==> src/rtl/mod_swapchain_if.sv <==
`default_nettype none
// ============================================================================
// Module      : mod_swapchain_if
// Description : Request/status bundle between the controller register file,
//               the segment-transition controller and the modulation reader.
//               Optional macro MOD_SWAPCHAIN_LOOP_CNT_EN adds loop_cnt.
// Revision    : 1.0 - initial release
// ============================================================================
interface mod_swapchain_if #(
    parameter int REP_WIDTH  = 16,
    parameter int TIME_WIDTH = 64
);
    logic                  update_settings;
    logic                  req_rd_segment;
    logic [REP_WIDTH-1:0]  rep;
    logic [7:0]            transition_mode;
    logic [TIME_WIDTH-1:0] transition_value;
    logic [TIME_WIDTH-1:0] sys_time;
    logic [1:0]            idx_wrap;
    logic [3:0]            gpio_in;
    logic                  segment;
    logic                  stop;
    logic                  busy;
`ifdef MOD_SWAPCHAIN_LOOP_CNT_EN
    logic [REP_WIDTH-1:0]  loop_cnt;

    modport master (
        output update_settings, req_rd_segment, rep, transition_mode,
               transition_value, sys_time, idx_wrap, gpio_in,
        input  segment, stop, busy, loop_cnt
    );

    modport slave (
        input  update_settings, req_rd_segment, rep, transition_mode,
               transition_value, sys_time, idx_wrap, gpio_in,
        output segment, stop, busy, loop_cnt
    );
`else
    modport master (
        output update_settings, req_rd_segment, rep, transition_mode,
               transition_value, sys_time, idx_wrap, gpio_in,
        input  segment, stop, busy
    );

    modport slave (
        input  update_settings, req_rd_segment, rep, transition_mode,
               transition_value, sys_time, idx_wrap, gpio_in,
        output segment, stop, busy
    );
`endif
endinterface
`default_nettype wire

==> src/rtl/mod_swapchain.sv <==
`default_nettype none
// ============================================================================
// Module      : mod_swapchain
// Description : Segment-transition controller for the modulation path.
//               Decides when the reader switches to the requested segment
//               (sync index / system time / GPIO edge / external alternation),
//               counts finite repetitions and raises stop when exhausted.
//               Optional macro MOD_SWAPCHAIN_LOOP_CNT_EN exposes loop_cnt.
// Revision    : 1.0 - initial release
// ============================================================================
module mod_swapchain #(
    parameter int REP_WIDTH  = 16,
    parameter int TIME_WIDTH = 64
) (
    input  wire logic      clk,
    input  wire logic      rst_n,
    mod_swapchain_if.slave bus
);

    localparam logic [7:0]           C_MODE_SYNC_IDX = 8'h00;
    localparam logic [7:0]           C_MODE_SYS_TIME = 8'h01;
    localparam logic [7:0]           C_MODE_GPIO     = 8'h02;
    localparam logic [7:0]           C_MODE_EXT      = 8'hF0;
    localparam logic [REP_WIDTH-1:0] C_REP_INF       = '1;

    typedef enum logic [2:0] {
        S_RUN_INF = 3'd0,
        S_WAIT    = 3'd1,
        S_RUN_FIN = 3'd2,
        S_STOPPED = 3'd3,
        S_RUN_EXT = 3'd4
    } state_t;

    state_t                r_state;
    logic                  r_segment;
    logic                  r_stop;
    logic                  r_busy;
    logic [REP_WIDTH-1:0]  r_cnt;
    logic [3:0]            r_gpio_d;
    logic                  r_req_seg;
    logic [REP_WIDTH-1:0]  r_req_rep;
    logic [7:0]            r_req_mode;
    logic [TIME_WIDTH-1:0] r_req_value;

    logic w_rep_inf;
    logic w_mode_ext;
    logic w_mode_known;
    logic w_accept;
    logic w_trig;

    // Classify the incoming request; unknown modes and finite EXT are dropped.
    always_comb begin
        w_rep_inf    = (bus.rep == C_REP_INF);
        w_mode_ext   = (bus.transition_mode == C_MODE_EXT);
        w_mode_known = (bus.transition_mode == C_MODE_SYNC_IDX) ||
                       (bus.transition_mode == C_MODE_SYS_TIME) ||
                       (bus.transition_mode == C_MODE_GPIO)     ||
                       w_mode_ext;
        w_accept     = bus.update_settings && w_mode_known &&
                       !(w_mode_ext && !w_rep_inf);
    end

    // Transition trigger for the latched request, evaluated while waiting.
    always_comb begin
        w_trig = 1'b0;
        case (r_req_mode)
            C_MODE_SYNC_IDX: w_trig = bus.idx_wrap[r_req_seg];
            C_MODE_SYS_TIME: w_trig = (bus.sys_time >= r_req_value);
            C_MODE_GPIO:     w_trig = bus.gpio_in[r_req_value[1:0]] &&
                                      !r_gpio_d[r_req_value[1:0]];
            default:         w_trig = 1'b0;
        endcase
    end

    // Main controller: request latching, wait/switch, loop counting.
    always_ff @(posedge clk or negedge rst_n) begin
        if (!rst_n) begin
            r_state     <= S_RUN_INF;
            r_segment   <= 1'b0;
            r_stop      <= 1'b0;
            r_busy      <= 1'b0;
            r_cnt       <= '0;
            r_gpio_d    <= 4'd0;
            r_req_seg   <= 1'b0;
            r_req_rep   <= '0;
            r_req_mode  <= 8'h00;
            r_req_value <= '0;
        end else begin
            r_gpio_d <= bus.gpio_in;
            if (bus.update_settings) begin
                // An update cycle masks wraps and triggers; a dropped
                // request leaves everything as it was.
                if (w_accept) begin
                    r_req_seg   <= bus.req_rd_segment;
                    r_req_rep   <= bus.rep;
                    r_req_mode  <= bus.transition_mode;
                    r_req_value <= bus.transition_value;
                    if (w_rep_inf) begin
                        r_segment <= bus.req_rd_segment;
                        r_stop    <= 1'b0;
                        r_busy    <= 1'b0;
                        r_cnt     <= '0;
                        r_state   <= w_mode_ext ? S_RUN_EXT : S_RUN_INF;
                    end else begin
                        r_busy  <= 1'b1;
                        r_state <= S_WAIT;
                    end
                end
            end else begin
                case (r_state)
                    S_WAIT: begin
                        if (w_trig) begin
                            r_segment <= r_req_seg;
                            r_busy    <= 1'b0;
                            r_stop    <= 1'b0;
                            r_cnt     <= '0;
                            r_state   <= S_RUN_FIN;
                        end
                    end
                    S_RUN_FIN: begin
                        if (bus.idx_wrap[r_segment]) begin
                            if (r_cnt == r_req_rep) begin
                                r_stop  <= 1'b1;
                                r_state <= S_STOPPED;
                            end else if (r_cnt != C_REP_INF) begin
                                r_cnt <= r_cnt + 1'b1;
                            end
                        end
                    end
                    S_RUN_EXT: begin
                        if (bus.idx_wrap[r_segment]) begin
                            r_segment <= ~r_segment;
                        end
                    end
                    default: begin
                    end
                endcase
            end
        end
    end

    assign bus.segment = r_segment;
    assign bus.stop    = r_stop;
    assign bus.busy    = r_busy;
`ifdef MOD_SWAPCHAIN_LOOP_CNT_EN
    assign bus.loop_cnt = r_cnt;
`endif

endmodule
`default_nettype wire

==> src/flat_wrapper.sv <==
// flat-port wrapper written by rule: the top's interface ports become plain ports
module mod_swapchain_flat 
#(
    parameter int REP_WIDTH  = 16,
    parameter int TIME_WIDTH = 64
)
  (clk, rst_n, bus_update_settings, bus_req_rd_segment, bus_rep, bus_transition_mode, bus_transition_value, bus_sys_time, bus_idx_wrap, bus_gpio_in, bus_segment, bus_stop, bus_busy);
  mod_swapchain_if #(.REP_WIDTH(REP_WIDTH), .TIME_WIDTH(TIME_WIDTH)) bus_i ();
  input  wire logic clk;
  input  wire logic rst_n;
  input wire logic [$bits(bus_i.update_settings)-1:0] bus_update_settings;
  input wire logic [$bits(bus_i.req_rd_segment)-1:0] bus_req_rd_segment;
  input wire logic [$bits(bus_i.rep)-1:0] bus_rep;
  input wire logic [$bits(bus_i.transition_mode)-1:0] bus_transition_mode;
  input wire logic [$bits(bus_i.transition_value)-1:0] bus_transition_value;
  input wire logic [$bits(bus_i.sys_time)-1:0] bus_sys_time;
  input wire logic [$bits(bus_i.idx_wrap)-1:0] bus_idx_wrap;
  input wire logic [$bits(bus_i.gpio_in)-1:0] bus_gpio_in;
  output wire logic [$bits(bus_i.segment)-1:0] bus_segment;
  output wire logic [$bits(bus_i.stop)-1:0] bus_stop;
  output wire logic [$bits(bus_i.busy)-1:0] bus_busy;
  assign bus_i.update_settings = bus_update_settings;
  assign bus_i.req_rd_segment = bus_req_rd_segment;
  assign bus_i.rep = bus_rep;
  assign bus_i.transition_mode = bus_transition_mode;
  assign bus_i.transition_value = bus_transition_value;
  assign bus_i.sys_time = bus_sys_time;
  assign bus_i.idx_wrap = bus_idx_wrap;
  assign bus_i.gpio_in = bus_gpio_in;
  assign bus_segment = bus_i.segment;
  assign bus_stop = bus_i.stop;
  assign bus_busy = bus_i.busy;
  mod_swapchain #(.REP_WIDTH(REP_WIDTH), .TIME_WIDTH(TIME_WIDTH)) u_core (.clk(clk), .rst_n(rst_n), .bus(bus_i));
endmodule
==> config.mk <==
export PLATFORM = sky130hd
export DESIGN_NAME = mod_swapchain_flat
export DESIGN_NICKNAME = d
export VERILOG_FILES = /design/src/rtl/mod_swapchain_if.sv /design/src/rtl/mod_swapchain.sv /design/src/flat_wrapper.sv
export SDC_FILE = /design/constraint.sdc
export NUM_CORES = 1
export LEC_CHECK = 0
export CORE_MARGIN = 2
export CORE_UTILIZATION = 47
export CTS_BUF_LIST = sky130_fd_sc_hd__clkbuf_4 sky130_fd_sc_hd__clkbuf_8
export CTS_CLUSTER_SIZE = 20
export DETAILED_ROUTE_END_ITERATION = 16
export MAX_ROUTING_LAYER = met4
export PLACE_DENSITY = 0.84
export SLEW_MARGIN = 20
export SYNTH_ARGS = -nofsm -noshare
export SYNTH_HDL_FRONTEND = slang
export SYNTH_SLANG_ARGS = --single-unit
==> constraint.sdc <==
create_clock -name clk -period 2.5 [get_ports clk]
set_input_delay 0.25 -clock clk [delete_from_list [all_inputs] [get_ports clk]]
set_output_delay 0.25 -clock clk [all_outputs]
set_load 0.05 [all_outputs]
==> metrics.cfg, run 1 <==
[sta]
relSlewSlack=0.540
slew_viol_final=0
worst_slew_pin_slew_ns=0.690
tns_ns=-3.71
fmax_mhz=367
whs_ns=0.271
setup_slack_ns=-0.225
setup_violations=21
finalCritPeriodShare=1.09
fin_worst_skew_ns=0.0127
hold_violations=0
period_needed_ns=2.73
grt_setup_unrepaired=true

[critical_path]
worst-path-max-fanout=10
crit_path_max_incr_delay_ns=0.39
critPathKind=reg -> reg
startpoint_type=flop
cp.arrival_ns=3.09
path_cells=inv_1 > ha_4 > nand4_1 > nor2_1 > a221o_1 > o311a_1 > a211o_1 > buf_4 > o21ai_4 > o21ai_4 > buf_12 > a31oi_2
cp_data_required_time_ns=2.87
critPathMostFrequentCell=o21ai_4
worstSetupEndpointType=flop
crit_slowest_cell=dfrtp_1

[power]
power_density_nw_per_um2=620
ir_drop_mv=0.520
p_leak_nw=4.23

[clock_tree]
clockBufferDepth=2
tritoncts=built
path_clk_slew_ns=0.07
htreeDepth=4
insertion_delay_ns=0.46
cts_buffers=17
clock-sinks=115
cts_root_buf=clkbuf_8

[logic_synthesis]
ys_seq_elements=115
synth_top_cell_area_share=0.432
synth.most_common_cell=dfrtp_1
synth_common_cells=115 x dfrtp_1, 83 x mux2_2, 71 x inv_1
ys.flop_type=dfrtp_1
synth_area_um2=6670
synth_cell_types=54
syn_nets=848
syn_avg_cell_area_um2=10.7
yosys_warnings=0
async_reset_ff_frac=1.00
ys_top_cells_by_area=dfrtp_1 43%, mux2_2 14%, ha_1 12%
synth-edff-count=0
synth_largest_area_cell=dfrtp_1
seq_area_frac_synth=0.432
synthCells=621

[placed_design]
io_buffer_count=164
place.gp.congestion=0.894
dp_slack_ns=-0.574
dpl_cell_area_um2=8870
hpwl_um=12800

[drt]
vias_per_cell=5.43
vias=5605
dr.pass1.iters=5
drt_wl_total_um=17900
drcViolationCount=0
wl_per_cell_um=17.3
drt_iter0_drc=370
antenna_left=0

[floorplanning]
core_area_um2=13900
ioPinCount=165
dieWidth_um=123
start_util=0.480
rows=43
dieArea_um2=15100
chipHeight_um=123

[global_routing]
grt_max_degree=57
grt_pass1_wl_um=27900
grt_pass1_vias=5730
gr-total-overflow=0
grt_antenna_before_repair=1
track_usage=0.250

[run]
drv_cap=0

[hold_path]
hold_path.class=in -> reg

[layout]
design_area_um2=9650
regArea_um2=2880
final_util=0.695
multiInputGateArea_um2=3760
area_delta_synth_final_pct=44.8
drive_gt1_frac=0.262
nFillCells=979
nets=1066

[run_status]
status=finished with violations
violations=negative setup slack

## cell usage in the layout, fill, tap and decap left out, drive strengths merged, types with 4 or more instances in the layout
master         instances
or3                    4
mux2                  83
and3                   5
a211oi                 4
xnor2                 16
o31ai                  5
buf                   52
bufinv                 4
clkdlybuf4s50        163
nor4                   6
a21oi                 40
nor2b                  8
nand3                 16
ha                    65
a21o                   9
o21ai                 23
a31oi                 14
clkinv                 5
nand2                 28
clkinvlp               4
nor3                  10
nand4                 19
nor2                  24
inv                   74
clkbuf                17
dfrtp                115
## where the power goes
group          internal [mW]  total (mW)  leakage (nW)  switching, mW
clock network           1.09        1.95         0.209          0.857
logic                  0.924        1.69          2.49          0.766
registers               2.10        2.35          1.53          0.248
total                   4.12        5.99          4.23           1.87
## metrics by stage
step	power, mW	instances
2_1_floorplan	3.19	621
3_3_place_gp	3.82	995
3_5_place_dp	3.89	995
4_1_cts	5.90	1028
5_1_grt	6.31	1033
6_report	5.99	1033
## state kept, by name, indices dropped and copies added, names as in the netlist
register	cells
u_core.bus.busy	1
u_core.r_req_mode	8
u_core.r_cnt	16
u_core.r_req_value	64
u_core.r_state	3
u_core.bus.segment	1
u_core.r_gpio_d	4
u_core.bus.stop	1
u_core.r_req_seg	1
u_core.r_req_rep	16
## cell families after synthesis
logic type / Yosys count / synth area share
multiplexers: 86 / 0.147
buffers and inverters: 89 / 0.0528
flip-flops: 115 / 0.432
AO/OA/AOI/OAI: 116 / 0.120
AND/OR/NAND/NOR: 134 / 0.106
adder cells (fa/ha/maj): 65 / 0.122
XOR/XNOR: 16 / 0.0210
## routing by layer
| metal | share of wire | vias up | wire length [µm] | global-route usage |
|---|---|---|---|---|
| met5 | 0 | - | 0 | - |
| met4 | 0.032 | 0 | 571 | 0.129 |
| met3 | 0.058 | 44 | 1030 | 0.0609 |
| met2 | 0.49 | 197 | 8830 | 0.404 |
| met1 | 0.42 | 2696 | 7440 | 0.291 |
| li1 | - | 2668 | - | - |
## final timing paths
| kind | startpoint | to | slack [ns] | cells past startpoint |
|---|---|---|---|---|
| worst max-delay path | u_core.r_req_value[39]$_DFFE_PN0P_ | u_core.r_cnt[8]$_DFFE_PN0P_ | -0.23 | 12 |
| worst min-delay path | bus_gpio_in[2] | u_core.r_gpio_d[2]$_DFF_PN0_ | 0.27 | 1 |
| worst max register to register | u_core.r_req_value[39]$_DFFE_PN0P_ | u_core.r_cnt[8]$_DFFE_PN0P_ | -0.23 | 12 |
| worst min register to register | u_core.r_req_mode[4]$_DFFE_PN0P_ | u_core.r_req_mode[4]$_DFFE_PN0P_ | 0.49 | 1 |
| max in group asynchronous | rst_n | u_core.r_req_value[50]$_DFFE_PN0P_ | 1.27 | 3 |
| min in group asynchronous | rst_n | u_core.r_req_value[38]$_DFFE_PN0P_ | 0.35 | 2 |
## critical path: cells and delay by family (launching register included)
family	cells	cell delay, ns
and+or+nand+nor	2	0.24
buffers and inverters	3	0.42
DFF	1	0.39
AOI/OAI and AO/OA	6	1.38
adders and majority gates	1	0.21
## timing repair
item | CTS | global route
hold buffers | 1 | 0
resized for setup | 16 | 28
endpoints found under the setup margin | 21 | 21
pin swaps | 13 | 19
hold endpoints to repair | 43 | 0
cloned | 0 | 0
setup buffers | 0 | 4
## layout make-up
| type | count | area share |
|---|---|---|
| well taps | 180 | 0.0233 |
| clock buffers | 17 | 0.0242 |
| multi-input cells | 417 | 0.389 |
| inverters | 72 | 0.0280 |
| diodes | 1 | 0.000259 |
| repair buffers | 216 | 0.215 |
| flip-flops and latches | 115 | 0.298 |
| clock inverters | 15 | 0.0215 |
Note: power is estimated with default switching activity, not from simulation.
==> run 2: changes to the inputs <==
- GPL_TIMING_DRIVEN: default -> 0
- SETUP_SLACK_MARGIN: default -> 0.05
==> run 2 against run 1 <==
The flow still finishes with violations (negative setup slack). Hold slack got worse by 0.012 ns. Clock power shrank 7%. Clock skew decreased by 0.0019 ns. Critical path depth is 2 lower. Total power is 2.6% lower. Die area is the same. Cell count decreased by 2.8%. Highest routed layer unchanged.
==> metrics.cfg, run 2 (synthesis results as in run 1) <==
[sta]
setup_violations=20  ; was 21
worst_slew_pin_slew_ns=0.589  ; was 0.690 ns
hold_violations=0  ; unchanged
finalCritPeriodShare=1.06  ; was 1.09
slew_viol_final=0  ; unchanged
setup_slack_ns=-0.156  ; was -0.225 ns
relSlewSlack=0.596  ; was 0.540
fmax_mhz=376  ; was 367 MHz
period_needed_ns=2.66  ; was 2.73 ns
grt_setup_unrepaired=true  ; unchanged
fin_worst_skew_ns=0.0108  ; was 0.0127 ns
whs_ns=0.259  ; was 0.271 ns

[layout]
multiInputGateArea_um2=3840  ; was 3760 µm²
largest_reg_flops=64  ; unchanged
final_common_cell=clkdlybuf4s50_1  ; unchanged
regMostFlops=u_core.r_req_value  ; unchanged
top_regs=u_core.r_req_value (64), u_core.r_cnt (16), u_core.r_req_rep (16)  ; unchanged
regArea_um2=2880  ; unchanged
area_delta_synth_final_pct=42.1  ; was 44.8%
antenna_cells=0  ; was 1
final_util=0.682  ; was 0.695
final_cell_mix=162 x clkdlybuf4s50_1, 114 x dfrtp_1, 83 x mux2_2, 70 x inv_1, 55 x ha_1  ; was 163 x clkdlybuf4s50_1, 114 x dfrtp_1, 83 x mux2_2, 67 x inv_1, 52 x ha_1
drive_gt1_frac=0.234  ; was 0.262
nets=1038  ; was 1066
nFillCells=1007  ; was 979

[critical_path]
cp_data_required_time_ns=2.83  ; was 2.87 ns
critPathKind=reg -> reg  ; unchanged
worstSetupEndpointType=flop  ; unchanged
startpoint_type=flop  ; unchanged
cp.arrival_ns=2.99  ; was 3.09 ns
worst-path-max-fanout=3  ; was 10

[floorplanning]
core_area_um2=13900  ; unchanged
rows=43  ; unchanged
dieArea_um2=15100  ; unchanged
dieWidth_um=123  ; unchanged
ioPinCount=165  ; unchanged
start_util=0.480  ; unchanged
chipHeight_um=123  ; unchanged

[power]
power_density_nw_per_um2=616  ; was 620 nW/µm²
pwr-share-comb=0.286  ; was 0.282
switching_share=0.311  ; was 0.312
seqPwrFrac=0.403  ; was 0.392
p_int_mw=4.02  ; was 4.12 mW
p_sw_mw=1.81  ; was 1.87 mW
ir_drop_mv=0.408  ; was 0.520 mV
power_mw=5.83  ; was 5.99 mW
clockPowerShare=0.311  ; was 0.326
p_leak_nw=4.11  ; was 4.23 nW

[global_routing]
grt_max_degree=78  ; was 57
grt_pass1_wl_um=27800  ; was 27900 µm
track_usage=0.250  ; about the same
grt_pass1_vias=5770  ; was 5730
gr-total-overflow=0  ; unchanged
grt_antenna_before_repair=0  ; was 1

[clock_tree]
insertion_delay_ns=0.46  ; about the same
htreeDepth=4  ; unchanged
path_clk_slew_ns=0.07  ; about the same
clockBufferDepth=2  ; unchanged
cts_root_buf=clkbuf_8  ; unchanged
tritoncts=built  ; unchanged
cts_buffers=17  ; unchanged
clock-sinks=115  ; unchanged

[drt]
drt_iter0_drc=399  ; was 370
drcViolationCount=0  ; unchanged
met1_length_um=7170  ; was 7440 µm
vias_per_cell=5.59  ; was 5.43
met2_length_um=8780  ; was 8830 µm
drt_wl_total_um=17700  ; was 17900 µm
dr.pass1.iters=5  ; unchanged
vias=5615  ; was 5605
antenna_left=0  ; unchanged
wl_met3_um=968  ; was 1030 µm
wl_per_cell_um=17.7  ; was 17.3 µm
top_layer=met4  ; unchanged

[placed_design]
io_buffer_count=163  ; was 164
place.gp.congestion=0.875  ; was 0.894
hpwl_um=12700  ; was 12800 µm
dp_slack_ns=-0.754  ; was -0.574 ns

[run_status]
violations=negative setup slack  ; unchanged
status=finished with violations  ; unchanged

[run]
drv_cap=0  ; unchanged

[hold_path]
hold_path.class=in -> reg  ; unchanged

-- run 2: cell types whose count changed in the layout (fill, tap and decap cells not counted), sizes merged --
cell           change
clkinvlp           -4
buf               -33
bufinv             -1
diode              -1
clkbuf            +10
clkdlybuf4s50      -1
clkinv             +3
inv                -2
-- run 2: worst paths after layout --
kind,start,endpoint,slack [ns],cells after the start
setup / recovery,u_core.r_req_value[25]$_DFFE_PN0P_,u_core.bus.segment$_DFFE_PN0P_,-0.16,10
hold / removal,bus_gpio_in[3],u_core.r_gpio_d[3]$_DFF_PN0_,0.26,1
setup reg to reg,u_core.r_req_value[25]$_DFFE_PN0P_,u_core.bus.segment$_DFFE_PN0P_,-0.16,10
hold reg to reg,u_core.r_req_mode[4]$_DFFE_PN0P_,u_core.r_req_mode[4]$_DFFE_PN0P_,0.48,1
max in group asynchronous,rst_n,u_core.r_cnt[0]$_DFFE_PN0P_,1.50,3
min in group asynchronous,rst_n,u_core.r_req_value[30]$_DFFE_PN0P_,0.27,2
-- run 2: layer usage --
layer,track usage,vias up
met1,0.297,2725
met2,0.397,218
met3,0.0595,63
li1,-,2609
met5,-,-
met4,0.129,0
-- run 2: per-stage QoR --
step,std cells,area (µm²),TNS (ns)
floorplan,621,6690,0
CTS,1004,9230,-2.55
detailed placement,965,8580,-74.53
global route,1004,9470,-4.38
finish,1004,9470,-2.17
global placement,964,8550,-462.25
-- run 2: worst max-delay path, cell delays in order, from the launching register on --
cell and delay [ns]:
dfrtp_1 0.35, inv_1 0.05, ha_1 0.31, a21oi_1 0.20, o21ai_0 0.10, nor4b_1 0.16, o311a_1 0.36, a211o_4 0.35
nor3b_4 0.22, o41ai_1 0.08, or3b_1 0.34
-- run 2: layout make-up --
type | count | area share
flip-flops and latches | 115 | 0.304
clock inverters | 11 | 0.0141
inverters | 72 | 0.0285
plain buffers | 15 | 0.00859
well taps | 180 | 0.0238
repair buffers | 173 | 0.186
clock buffers | 21 | 0.0292
multi-input cells | 417 | 0.405
-- run 2: what timing repair did --
action,CTS,global route
gates resized for setup,29,36
cloned,1,0
pin swaps,15,9
hold endpoints to repair,38,0
setup buffers,6,1
endpoints found under the setup margin,111,109
hold buffers,1,0
-- run 2: power groups by stage --
stage / logic, mW / clock network [mW] / registers, mW
2_1_floorplan: 0.861 / 0 / 2.33
5_1_grt: 1.83 / 1.94 / 2.38
3_5_place_dp: 1.42 / 0 / 2.36
6_report: 1.67 / 1.81 / 2.35
3_3_place_gp: 1.36 / 0 / 2.35
4_1_cts: 1.53 / 1.84 / 2.33
